**src/rtl/mdu_sequencer_pkg.sv**
```systemverilog
// Shared constants for the iterative multiply/divide sequencer:
// ALU opcodes, MDU operation codes and FSM state encodings.
package mdu_sequencer_pkg;

  localparam logic [2:0] ALU_ADD = 3'b010;
  localparam logic [2:0] ALU_SUB = 3'b110;
  localparam logic [2:0] ALU_NOP = 3'b000;

  localparam logic OP_MULTU = 1'b0;
  localparam logic OP_DIVU  = 1'b1;

  localparam logic [1:0] S_IDLE = 2'd0;
  localparam logic [1:0] S_RUN  = 2'd1;
  localparam logic [1:0] S_DONE = 2'd2;

endpackage

```
**src/rtl/mdu_sequencer_if.sv**
```systemverilog
// Request/result handshake plus the borrowed-ALU operand/result signals.
// slave = the sequencer, master = the requester / datapath side.
interface mdu_sequencer_if #(parameter int unsigned WIDTH = 32);

  logic             start;
  logic             op;
  logic [WIDTH-1:0] rs_val;
  logic [WIDTH-1:0] rt_val;
  logic             busy;
  logic             done;
  logic             div_by_zero;
  logic [WIDTH-1:0] hi;
  logic [WIDTH-1:0] lo;
  logic             alu_sel;
  logic [WIDTH-1:0] alu_in1;
  logic [WIDTH-1:0] alu_in2;
  logic [2:0]       alu_op;
  logic [WIDTH-1:0] alu_out;

  modport slave (
    input  start, op, rs_val, rt_val, alu_out,
    output busy, done, div_by_zero, hi, lo, alu_sel, alu_in1, alu_in2, alu_op
  );

  modport master (
    output start, op, rs_val, rt_val, alu_out,
    input  busy, done, div_by_zero, hi, lo, alu_sel, alu_in1, alu_in2, alu_op
  );

endinterface

```
**src/rtl/mdu_iter_counter.sv**
```systemverilog
// Iteration counter for the MDU: clears outside RUN, counts each step,
// flags the final step (count == WIDTH-1).
module mdu_iter_counter #(
  parameter int unsigned WIDTH = 32
) (
  input  logic clk,
  input  logic reset,
  input  logic clr,
  input  logic en,
  output logic last
);

  localparam int unsigned CW = (WIDTH > 1) ? $clog2(WIDTH) : 1;

  logic [CW-1:0] cnt;

  always_ff @(posedge clk or posedge reset) begin
    if (reset)    cnt <= '0;
    else if (clr) cnt <= '0;
    else if (en)  cnt <= cnt + 1'b1;
  end

  assign last = (cnt == CW'(WIDTH - 1));

endmodule

```
**src/rtl/mdu_sequencer.sv**
```systemverilog
// Iterative MULTU/DIVU unit: one shift-add or restoring-divide step per RUN
// cycle through the shared external ALU, results latched into HI/LO.
module mdu_sequencer
  import mdu_sequencer_pkg::*;
#(
  parameter int unsigned WIDTH = 32
) (
  input logic            clk,
  input logic            reset,
  mdu_sequencer_if.slave bus
);

  logic [1:0]       state;
  logic             op_q;
  logic             dbz_q;
  logic             last;
  logic [WIDTH-1:0] p_q, q_q, m_q, hi_q, lo_q;
  logic [WIDTH-1:0] p_nxt, q_nxt, t, sum, in1, in2;
  logic [2:0]       aop;
  logic             carry, ok;

  mdu_iter_counter #(.WIDTH(WIDTH)) u_cnt (
    .clk   (clk),
    .reset (reset),
    .clr   (state != S_RUN),
    .en    (state == S_RUN),
    .last  (last)
  );

  // Step datapath; the ALU result comes back combinationally in the same cycle.
  always_comb begin
    in1   = '0;
    in2   = '0;
    aop   = ALU_NOP;
    p_nxt = p_q;
    q_nxt = q_q;
    t     = {p_q[WIDTH-2:0], q_q[WIDTH-1]};
    sum   = p_q;
    carry = 1'b0;
    ok    = 1'b0;
    if (state == S_RUN) begin
      if (op_q == OP_MULTU) begin
        in1 = p_q;
        in2 = m_q;
        aop = ALU_ADD;
        if (q_q[0]) begin
          sum   = bus.alu_out;
          carry = (bus.alu_out < p_q);
        end
        p_nxt = {carry, sum[WIDTH-1:1]};
        q_nxt = {sum[0], q_q[WIDTH-1:1]};
      end else begin
        in1   = t;
        in2   = m_q;
        aop   = ALU_SUB;
        ok    = p_q[WIDTH-1] | (bus.alu_out <= t);
        p_nxt = ok ? bus.alu_out : t;
        q_nxt = {q_q[WIDTH-2:0], ok};
      end
    end
  end

  always_ff @(posedge clk or posedge reset) begin
    if (reset) begin
      state <= S_IDLE;
      op_q  <= OP_MULTU;
      dbz_q <= 1'b0;
      p_q   <= '0;
      q_q   <= '0;
      m_q   <= '0;
      hi_q  <= '0;
      lo_q  <= '0;
    end else begin
      case (state)
        S_IDLE: begin
          if (bus.start) begin
            if (bus.op == OP_DIVU && bus.rt_val == '0) begin
              hi_q  <= bus.rs_val;
              lo_q  <= '1;
              dbz_q <= 1'b1;
              state <= S_DONE;
            end else begin
              op_q  <= bus.op;
              p_q   <= '0;
              q_q   <= (bus.op == OP_MULTU) ? bus.rt_val : bus.rs_val;
              m_q   <= (bus.op == OP_MULTU) ? bus.rs_val : bus.rt_val;
              state <= S_RUN;
            end
          end
        end
        S_RUN: begin
          p_q <= p_nxt;
          q_q <= q_nxt;
          if (last) begin
            hi_q  <= p_nxt;
            lo_q  <= q_nxt;
            state <= S_DONE;
          end
        end
        S_DONE: begin
          dbz_q <= 1'b0;
          state <= S_IDLE;
        end
        default: state <= S_IDLE;
      endcase
    end
  end

  assign bus.busy        = (state != S_IDLE);
  assign bus.done        = (state == S_DONE);
  assign bus.div_by_zero = dbz_q;
  assign bus.alu_sel     = (state == S_RUN);
  assign bus.alu_in1     = in1;
  assign bus.alu_in2     = in2;
  assign bus.alu_op      = aop;
  assign bus.hi          = hi_q;
  assign bus.lo          = lo_q;

endmodule

```
**src/flat_wrapper.sv**
```systemverilog
// flat-port wrapper written by rule: the top's interface ports become plain ports
module mdu_sequencer_flat import mdu_sequencer_pkg::*;
#(
  parameter int unsigned WIDTH = 32
)
  (clk, reset, bus_start, bus_op, bus_rs_val, bus_rt_val, bus_alu_out, bus_busy, bus_done, bus_div_by_zero, bus_hi, bus_lo, bus_alu_sel, bus_alu_in1, bus_alu_in2, bus_alu_op);
  mdu_sequencer_if #(.WIDTH(WIDTH)) bus_i ();
  input logic clk;
  input logic reset;
  input wire logic [$bits(bus_i.start)-1:0] bus_start;
  input wire logic [$bits(bus_i.op)-1:0] bus_op;
  input wire logic [$bits(bus_i.rs_val)-1:0] bus_rs_val;
  input wire logic [$bits(bus_i.rt_val)-1:0] bus_rt_val;
  input wire logic [$bits(bus_i.alu_out)-1:0] bus_alu_out;
  output wire logic [$bits(bus_i.busy)-1:0] bus_busy;
  output wire logic [$bits(bus_i.done)-1:0] bus_done;
  output wire logic [$bits(bus_i.div_by_zero)-1:0] bus_div_by_zero;
  output wire logic [$bits(bus_i.hi)-1:0] bus_hi;
  output wire logic [$bits(bus_i.lo)-1:0] bus_lo;
  output wire logic [$bits(bus_i.alu_sel)-1:0] bus_alu_sel;
  output wire logic [$bits(bus_i.alu_in1)-1:0] bus_alu_in1;
  output wire logic [$bits(bus_i.alu_in2)-1:0] bus_alu_in2;
  output wire logic [$bits(bus_i.alu_op)-1:0] bus_alu_op;
  assign bus_i.start = bus_start;
  assign bus_i.op = bus_op;
  assign bus_i.rs_val = bus_rs_val;
  assign bus_i.rt_val = bus_rt_val;
  assign bus_i.alu_out = bus_alu_out;
  assign bus_busy = bus_i.busy;
  assign bus_done = bus_i.done;
  assign bus_div_by_zero = bus_i.div_by_zero;
  assign bus_hi = bus_i.hi;
  assign bus_lo = bus_i.lo;
  assign bus_alu_sel = bus_i.alu_sel;
  assign bus_alu_in1 = bus_i.alu_in1;
  assign bus_alu_in2 = bus_i.alu_in2;
  assign bus_alu_op = bus_i.alu_op;
  mdu_sequencer #(.WIDTH(WIDTH)) u_core (.clk(clk), .reset(reset), .bus(bus_i));
endmodule
```
**config.mk**
```make
export PLATFORM = sky130hd
export DESIGN_NAME = mdu_sequencer_flat
export DESIGN_NICKNAME = d
export VERILOG_FILES = /design/src/rtl/mdu_sequencer_pkg.sv /design/src/rtl/mdu_sequencer_if.sv /design/src/rtl/mdu_iter_counter.sv /design/src/rtl/mdu_sequencer.sv /design/src/flat_wrapper.sv
export SDC_FILE = /design/constraint.sdc
export NUM_CORES = 1
export LEC_CHECK = 0
export ABC_AREA = 1
export BUFFER_PORTS_ARGS = -buffer_cell sky130_fd_sc_hd__buf_2
export CORE_ASPECT_RATIO = 0.6
export CORE_MARGIN = 2
export CORE_UTILIZATION = 52
export CTS_BUF_LIST = sky130_fd_sc_hd__clkbuf_4 sky130_fd_sc_hd__clkbuf_8
export DETAILED_ROUTE_END_ITERATION = 8
export PLACE_DENSITY = 0.86
export SYNTH_ARGS = -nofsm -noshare
export SYNTH_HDL_FRONTEND = slang
export SYNTH_HIERARCHICAL = 1
export SYNTH_SLANG_ARGS = --single-unit
```
**constraint.sdc**
```tcl
create_clock -name clk -period 5.4 [get_ports clk]
set_input_delay 0.27 -clock clk [delete_from_list [all_inputs] [get_ports clk]]
set_output_delay 0.27 -clock clk [all_outputs]
set_load 0.01 [all_outputs]
```
# After elaboration in Yosys (flattened, before gate mapping)
# Index checks and enable logic that the tools add are counted.
# totals
register_bits	169
input_bits	100
word_cells	69
output_inout_bits	135
# op_classes
add_sub_neg	1
n_reduce_logical	12
bitwise	2
magnitude_cmp	2
muxes	35
n_eq_ne	8
# ops
cell	count
$mux 32	19
$pmux 32 s2	4
$le 32x32->1	1
$logic_not 32->1	1
$lt 32x32->1	1
$mux 5	2
$reduce_and 3->1	3
$reduce_bool 2->1	4
$mux 2	3
$mux 3	2
$ne 2x1->1 const B	3
$add 5x1->5 const B	1
$eq 5x5->1 const B	1
$ne 2x2->1 const B	2
$pmux 2 s2	1
$reduce_and 4->1	1
$mux 1	3
$eq 2x1->1 const B	1
$eq 2x2->1 const B	1
$logic_not 2->1	1
$pmux 1 s2	1
$reduce_and 2->1	1
$logic_and 1x1->1	1
$not 1->1	1
$or 1x1->1	1

# Depth between registers and ports, before layout
# Gate-level depths: netlist (run 1).
# logic_depth
depth_word	6
depth_mapped	21

# Hierarchy
# Netlist (run 1), hierarchy kept.
# by_module_without_submodules
mod	seq_area_each_um2	cells_per_inst	area_per_inst_um2	n_inst
mdu_sequencer	4103.9	1559	10938.0	1
mdu_iter_counter	125.1	32	274.0	1

# Worst setup path after synthesis (run 1)
# Ideal clock, no wire load.
# synth_path
kind	flip-flop to flip-flop
start	register u_core.p_q[6]
end	register u_core.p_q[27]
required_time_ns	5.277
path_slack_ns	3.487
path_buffers	1
path_stages_with_launch	17
arrival_time_ns	1.790
cell_sequence	dfrtp_1 -> inv_1 -> ha_1 -> a21o_1 -> nor2_1 -> nand2_1 -> nand2_1 -> nand2_1 -> nand2_1 -> nand2_2 -> nand2_4 -> buf_2 -> nand2_1 -> nand2_1 -> nand2_1 -> nand2_1 -> o21ai_1
# synth_between
elab_chain_len	5
# synth_rtl
element	line_no	text
from (decl)	mdu_sequencer.sv:17	logic [WIDTH-1:0] p_q, q_q, m_q, hi_q, lo_q;
from (signal assigned)	mdu_sequencer.sv:92	p_q <= p_nxt;
$le 32x32->1	mdu_sequencer.sv:56	ok = p_q[WIDTH-1] | (bus.alu_out <= t);
$or 1x1->1	mdu_sequencer.sv:56	
$mux 32	mdu_sequencer.sv:57	p_nxt = ok ? bus.alu_out : t;
$mux 32	mdu_sequencer.sv:42	if (op_q == OP_MULTU) begin
$pmux 32 s2	mdu_sequencer.sv:74	case (state)
# No other way between the ends.
# A chain may end at the register's enable or synchronous reset.

# Final worst setup path (run 1)
# layout_path
start	register u_core.state[0]
end	register u_core.hi_q[21], in the netlist u_core/bus.hi[21]
# layout_between
elab_chain_len	3
# layout_rtl
element	line_no	text
from (decl)	mdu_sequencer.sv:13	logic [1:0] state;
from (signal assigned)	mdu_sequencer.sv:65	state <= S_IDLE;
from (signal assigned)	mdu_sequencer.sv:81	state <= S_DONE;
from (signal assigned)	mdu_sequencer.sv:87	state <= S_RUN;
$eq 2x1->1 or $logic_not 2->1 (tied branches)	mdu_sequencer.sv:41, mdu_sequencer.sv:74	
$ne 2x1->1 (no line) (tied with other cells)	-	
$reduce_and 4->1 (no line)	-	
to (signal assigned)	mdu_sequencer.sv:78	hi_q <= bus.rs_val;
to (signal assigned)	mdu_sequencer.sv:95	hi_q <= p_nxt;
to (decl)	mdu_sequencer.sv:17	
# Several ways; a longest one is shown, not always the timed one.

==> run metrics, run 1 <==
outcome finished, final reports clean; hold path depth 3; Hold Path Class primary input to register; leakage 6.76 nW; reg2reg start u_core/state[0]$_DFFE_PP0P_; Worst path max stage delay roughly 850 ps; Post-synth ARST share 100%; crit path time final between 3000 and 4000 ps; ranking of synthesized cells by area dfrtp_1, nand2_1, ha_1; Hold Path End u_core/m_q[1]$_DFFE_PP0P_; layout cells sized above 1 19.2%; crit-path cells inv_1, nor2_4, inv_4, nand2_1, nand2_4, clkinv_2, nor2_1, a21oi_2; Worst Skew approximately 10 ps; Row Count ~40; worst hold margin ~84 ps; hpwl dp 24,300 µm; fin nets 1,925; TritonCTS clock tree built; RePlAce Congestion a little under 1; CTS H-tree lvls 4; DR iter-0 viols ~1.4k; WS Path Type register to register; FF/Latch Area 4230 µm²; R2R depth 8; Mapped Area approximately 11,000 µm²; Worst EP arrival between 3000 and 4000 ps; Post-Syn Instances approximately 1.6k; Final Hold Viols 0; clock slew at reported path FFs ~90 ps; Worst path slowest cell nand2_4; final setup violation count 0; Core Region approximately 21,000 µm²; port bufs about 230; worst-path fanout max between 90 and 100; largest net degree at the start of global routing 116; FMAX 0.278 GHz; final WL between 30,000 and 40,000 µm; Net Count, Synth 1,756; area of the multi-input gates between 5000 and 6000 µm²; Final ANT Viol Nets 0; clock sink total between 150 and 200; most common cell in the netlist nand2_1; Distinct cells, synth 40; Synth Area in XOR/XNOR 0%; CP Buf/Inv Count 3; Area Growth Syn to Fin 14.7%; area leader, netlist dfrtp_1; mux cell area share after synthesis 0.100%; yosys warns 6; Worst setup SP type register; pwr/cell area between 600 and 700 nW/µm²; Post-Route Utilization between 60% and 70%; worst r2r dst u_core/bus.hi[21]$_DFFE_PP0P_; most frequent cells after synthesis nand2_1, inv_1, dfrtp_1, nor2_1, a21oi_1; Die Height between 100 and 150 µm; Mapped Avg Cell Area ~7.0 µm²; HP Start bus_rs_val[1]; postcts setup bufs 0; initial core utilization a little over half; Synth Area in Compound Gates 21.9%; initial antenna violation count 4; top-area cell type share of the netlist area between 30% and 40%; Fillers 1,937; sequential area share after synthesis a little under two fifths; placed instance area between 10,000 and 15,000 µm²; register bit total from synthesis about 170; clock buffer depth 2; Slew Limit Fails 0; Ports ~240; WP data required ~5800 ps; total track usage about 30%; slew at the pin with the worst max-slew slack 1110 ps; DR vias about 11k; CP Capture Type register; Design Area, Final between 10,000 and 15,000 µm²; Post-CTS Resized 0; reg2reg setup slack around 1800 ps; CP delay by family, top buffers and inverters; Max IR drop VDD around 0.35 mV; post-synthesis simple-gate area fraction between 20% and 30%; Synth Area in Adders around 7.3%; DRC viols 0; number of synthesized flops with an enable pin 0; clock buffers created by TritonCTS 17; period utilization 66.5%; vias in the first global route around 11k; GRT Residual Overflow 0; # Max-Cap Violations 0; die width 194 µm; Main synth FF type dfrtp_1; first-pass GRT wire length roughly 55,000 µm; Max-slew headroom 25.9%; clk root buf clkbuf_8; Die Footprint ~23,000 µm²; Vias/cell around 5.6; clk_lat worst skew about 480 ps; RSZ-0062 raised after global routing no; largest family of logic cells by synthesized area compound AO/OA/AOI/OAI gates; routed length per instance 16.9 µm; drt first pass iters 6; Sum Neg Setup Slack 0 ps
==> layout make-up <==
| cell class | count | share of cell area, % |
|---|---|---|
| clock inverter | 10 | 1.48 |
| sequential | 169 | 32.9 |
| antenna | 2 | 0.0389 |
| multi-input combinational | 1111 | 44.5 |
| clock buffer | 22 | 2.26 |
| timing repair buffer | 242 | 9.61 |
| inverter | 219 | 6.46 |
| tap | 279 | 2.71 |
==> report_power, final <==
part | switching (mW) | internal, mW
registers | 0.397 | 1.89
logic | 3.18 | 1.55
clock network | 0.492 | 0.599
==> how the worst max path moves through the flow <==
stage                                      startpoint                                  to  depth (start not counted)  slack, ps
final                     u_core/state[0]$_DFFE_PP0P_       u_core/bus.hi[21]$_DFFE_PP0P_                          8       1810
after floorplan                                 reset  u_core/bus.div_by_zero$_DFFE_PP0P_                          1        700
after detailed placement  u_core/state[0]$_DFFE_PP0P_       u_core/bus.hi[12]$_DFFE_PP0P_                          8       1890
after global routing      u_core/state[0]$_DFFE_PP0P_       u_core/bus.hi[17]$_DFFE_PP0P_                          8       1560
after global placement    u_core/state[0]$_DFFE_PP0P_       u_core/bus.hi[19]$_DFFE_PP0P_                          8       2060
after CTS                 u_core/state[0]$_DFFE_PP0P_       u_core/bus.hi[12]$_DFFE_PP0P_                          8       1890
==> flip-flops by register name, summed over array words and instances, names as in the netlist <==
name                    flops
u_core/bus.hi              32
u_core/bus.lo              32
u_core/p_q                 32
u_core/m_q                 32
u_core/state                2
u_core/op_q                 1
u_core/u_cnt/cnt            5
u_core/bus.div_by_zero      1
u_core/q_q                 32
==> logic make-up (layout without fill, tap and decap cells) <==
logic type | after synthesis | in the layout
muxes | 1 | 1
DFF | 169 | 169
and+or+nand+nor | 613 | 613
buffers and inverters | 311 | 493
other | 1 | 3
AOI/OAI and AO/OA | 431 | 431
adders and majority gates | 65 | 65
==> metrics by stage <==
stage                     power [mW]  setup slack, ps  cells
after floorplan                 5.56              697   1591
after global placement          6.76             2060   2019
after detailed placement        6.93             1890   2019
after CTS                       8.05             1890   2052
after global routing            8.77             1560   2052
final                           8.11             1810   2054
==> worst min-delay path: stages <==
cell     delay [ps]
buf_2           120
nand2_1          60
a31oi_1          70
==> timing repair <==
item,CTS,global route
hold endpoints to repair,5,0
hold buffers,1,0
setup endpoints to repair,0,0
==> per-layer routing <==
metal | wire length (µm) | track usage (%) | up-vias | share of wire [%]
met2 | 15000 | 44.6 | 682 | 43
met4 | 689 | 9.06 | 2 | 2.0
li1 | - | - | 5484 | -
met5 | 13 | 0 | - | 0.038
met1 | 15000 | 42.4 | 5275 | 43
met3 | 3890 | 8.22 | 55 | 11
==> cell usage in the layout (no fill, tap or decap), drive strengths merged <==
cell / n
o21a: 2
bufinv: 5
and3: 1
diode: 2
o211ai: 4
clkinv: 4
a2bb2oi: 1
nor2: 162
inv: 217
ha: 65
nand4: 13
dfrtp: 169
nor3: 2
a31oi: 3
clkbuf: 22
a211oi: 31
mux2: 1
buf: 241
dlygate4sd3: 1
o22ai: 33
a21o: 2
clkinvlp: 3
o21ai: 167
nand2: 421
a21oi: 188
nand3: 12
nor4: 1
conb: 1
and2: 1
No activity file was read; power rests on OpenSTA's default activity.
==> run 2, diff against run 1 <==
==> constraint.sdc (replaced) <==
create_clock -name clk -period 3.7 [get_ports clk]
set_input_delay 0.185 -clock clk [delete_from_list [all_inputs] [get_ports clk]]
set_output_delay 0.185 -clock clk [all_outputs]
set_load 0.01 [all_outputs]
==> run 2 against run 1 <==
Die area unchanged. Largest power group unchanged. Sequential share of layout area about the same. Register-to-register slack worse by 1000 ps. Power up 45%. Worst hold slack worse by 50 ps. Critical path type is now register to primary output. Utilization up 0.065 points. Critical endpoint is now bus_alu_in1[28]. Critical path depth down 2.
==> run metrics, run 2 (synthesis gave the netlist of run 1 again) <==
hpwl dp 24,700 µm (+1.6%); port bufs 233 (unchanged); Max-slew headroom 17.5% (-8.4 points); Max IR drop VDD 0.604 mV (+71%); postcts setup bufs 0 (unchanged); WS Path Type register to primary output; Worst setup SP type register; Final ANT Viol Nets 0 (unchanged); slew at the pin with the worst max-slew slack 1240 ps (+126 ps); Sum Neg Setup Slack 0 ps (unchanged); Row Count 41 (unchanged); leakage 6.76 nW (about the same); clock slew at reported path FFs 90 ps (about the same); Die Footprint 22,800 µm² (unchanged); worst-path fanout max 94 (unchanged); clk root buf clkbuf_8; Worst EP arrival 3000 ps (-950 ps); clock buffer depth 2 (unchanged); Area Growth Syn to Fin 14.9%; WP data required 3510 ps (-2250 ps); Place WS 862 ps (-1030 ps); initial core utilization 53.2% (unchanged); setup ws final 514 ps (-1300 ps); GRT Residual Overflow 0 (unchanged); Hold Path Class primary input to register; routed length per instance 17.1 µm (+1.2%); placed instance area 12,400 µm² (+0.39%); final setup violation count 0 (unchanged); RSZ-0062 raised after global routing no; pwr/cell area 911 nW/µm² (+44%); Design Area, Final 12,900 µm² (+0.11%); initial antenna violation count 3 (-1); RePlAce Congestion 0.959 (-0.59%); # Max-Cap Violations 0 (unchanged); TritonCTS clock tree built; total track usage 30.5% (+0.55 points); Die Height 118 µm (unchanged); CTS H-tree lvls 4 (unchanged); DR iter-0 viols 1,089 (-22%); placed insts 2,023 (+0.20%); Non-Filler Instances 2,061 (+0.34%); Core Region 21,100 µm² (unchanged); first-pass GRT wire length 55,500 µm (+1.4%); clock buffers created by TritonCTS 17 (unchanged); clk_lat worst skew 490 ps (about the same); die width 194 µm (unchanged); largest net degree at the start of global routing 109 (-6.0%); period utilization a little under nine tenths; area of the multi-input gates 5730 µm² (about the same); drt first pass iters 7 (+1); commonest non-fill, non-tap cell in the layout nand2_1; clock sink total 169 (unchanged); Fillers 1,936 (-0.052%); Final Hold Viols 0 (unchanged); Ports 235 (unchanged); FMAX approximately 0.31 GHz; fin nets 1,931 (+0.31%); Worst Skew 14.9 ps (+4.48 ps); final WL 35,100 µm (+1.5%); vias in the first global route 10.8k (+1.3%); Vias/cell 5.59 (about the same); FF/Latch Area 4230 µm² (unchanged); CP Capture Type primary output; DRC viols 0 (unchanged); DR vias 11.5k (+0.29%); Slew Limit Fails 0 (unchanged); outcome finished, final reports clean; layout cells sized above 1 19.4% (+0.16 points); crit path time final between 3000 and 4000 ps; most frequent cells in the layout nand2_1, buf_2, inv_1
[run 2: worst paths after layout]
kind / slack [ps] / start / endpoint / depth (start not counted)
setup / recovery: 510 / u_core/state[0]$_DFFE_PP0P_ / bus_alu_in1[28] / 6
hold / removal: 30 / bus_rs_val[17] / u_core/bus.hi[17]$_DFFE_PP0P_ / 3
setup reg to reg: 810 / u_core/u_cnt/cnt[0]$_DFFE_PP0P_ / u_core/bus.hi[16]$_DFFE_PP0P_ / 10
hold reg to reg: 490 / u_core/u_cnt/cnt[4]$_DFFE_PP0P_ / u_core/u_cnt/cnt[4]$_DFFE_PP0P_ / 2
max in group asynchronous: 2440 / reset / u_core/bus.hi[17]$_DFFE_PP0P_ / 4
min in group asynchronous: 200 / reset / u_core/u_cnt/cnt[1]$_DFFE_PP0P_ / 3
[run 2: metrics by stage]
stage	utilization (%)	power [mW]	hold WS, ps
after floorplan	-	8.12	-36.5
after global placement	58.9	9.91	150
after detailed placement	58.9	10.2	153
after CTS	61.0	11.6	3.73
after global routing	61.0	12.7	4.84
final	61.1	11.7	33.1
[run 2: cell type report]
| type | instances | share of cell area [%] |
|---|---|---|
| antenna | 3 | 0.0583 |
| clock buffer | 22 | 2.16 |
| clock inverter | 10 | 1.13 |
| inverter | 219 | 6.44 |
| multi-input combinational | 1111 | 44.5 |
| sequential | 169 | 32.9 |
| tap | 279 | 2.71 |
| timing repair buffer | 248 | 10.2 |
[run 2: layer usage]
layer	vias up	share of wire [%]	GRT usage (%)
met5	-	0	0
met1	5306	45	44.4
met4	0	1.9	9.21
met2	672	43	45.2
li1	5497	-	-
met3	56	11	6.70
[run 2: critical path: stages, from the launching register on]
cell	delay, ps
dfrtp_1	400
inv_1	120
nor2_4	50
inv_4	380
buf_4	870
a21oi_1	250
buf_2	240
[run 2: report_power, final]
part / internal [mW] / leakage [nW] / switching (mW)
Sequential: 2.76 / 2.04 / 0.672
Combinational: 2.29 / 4.51 / 4.57
Clock: 0.716 / 0.199 / 0.723
Total: 5.76 / 6.76 / 5.97
[run 2: repair_timing]
item	in CTS	in global routing
resized for setup	0	0
hold buffers	3	0
hold endpoints to repair	103	0
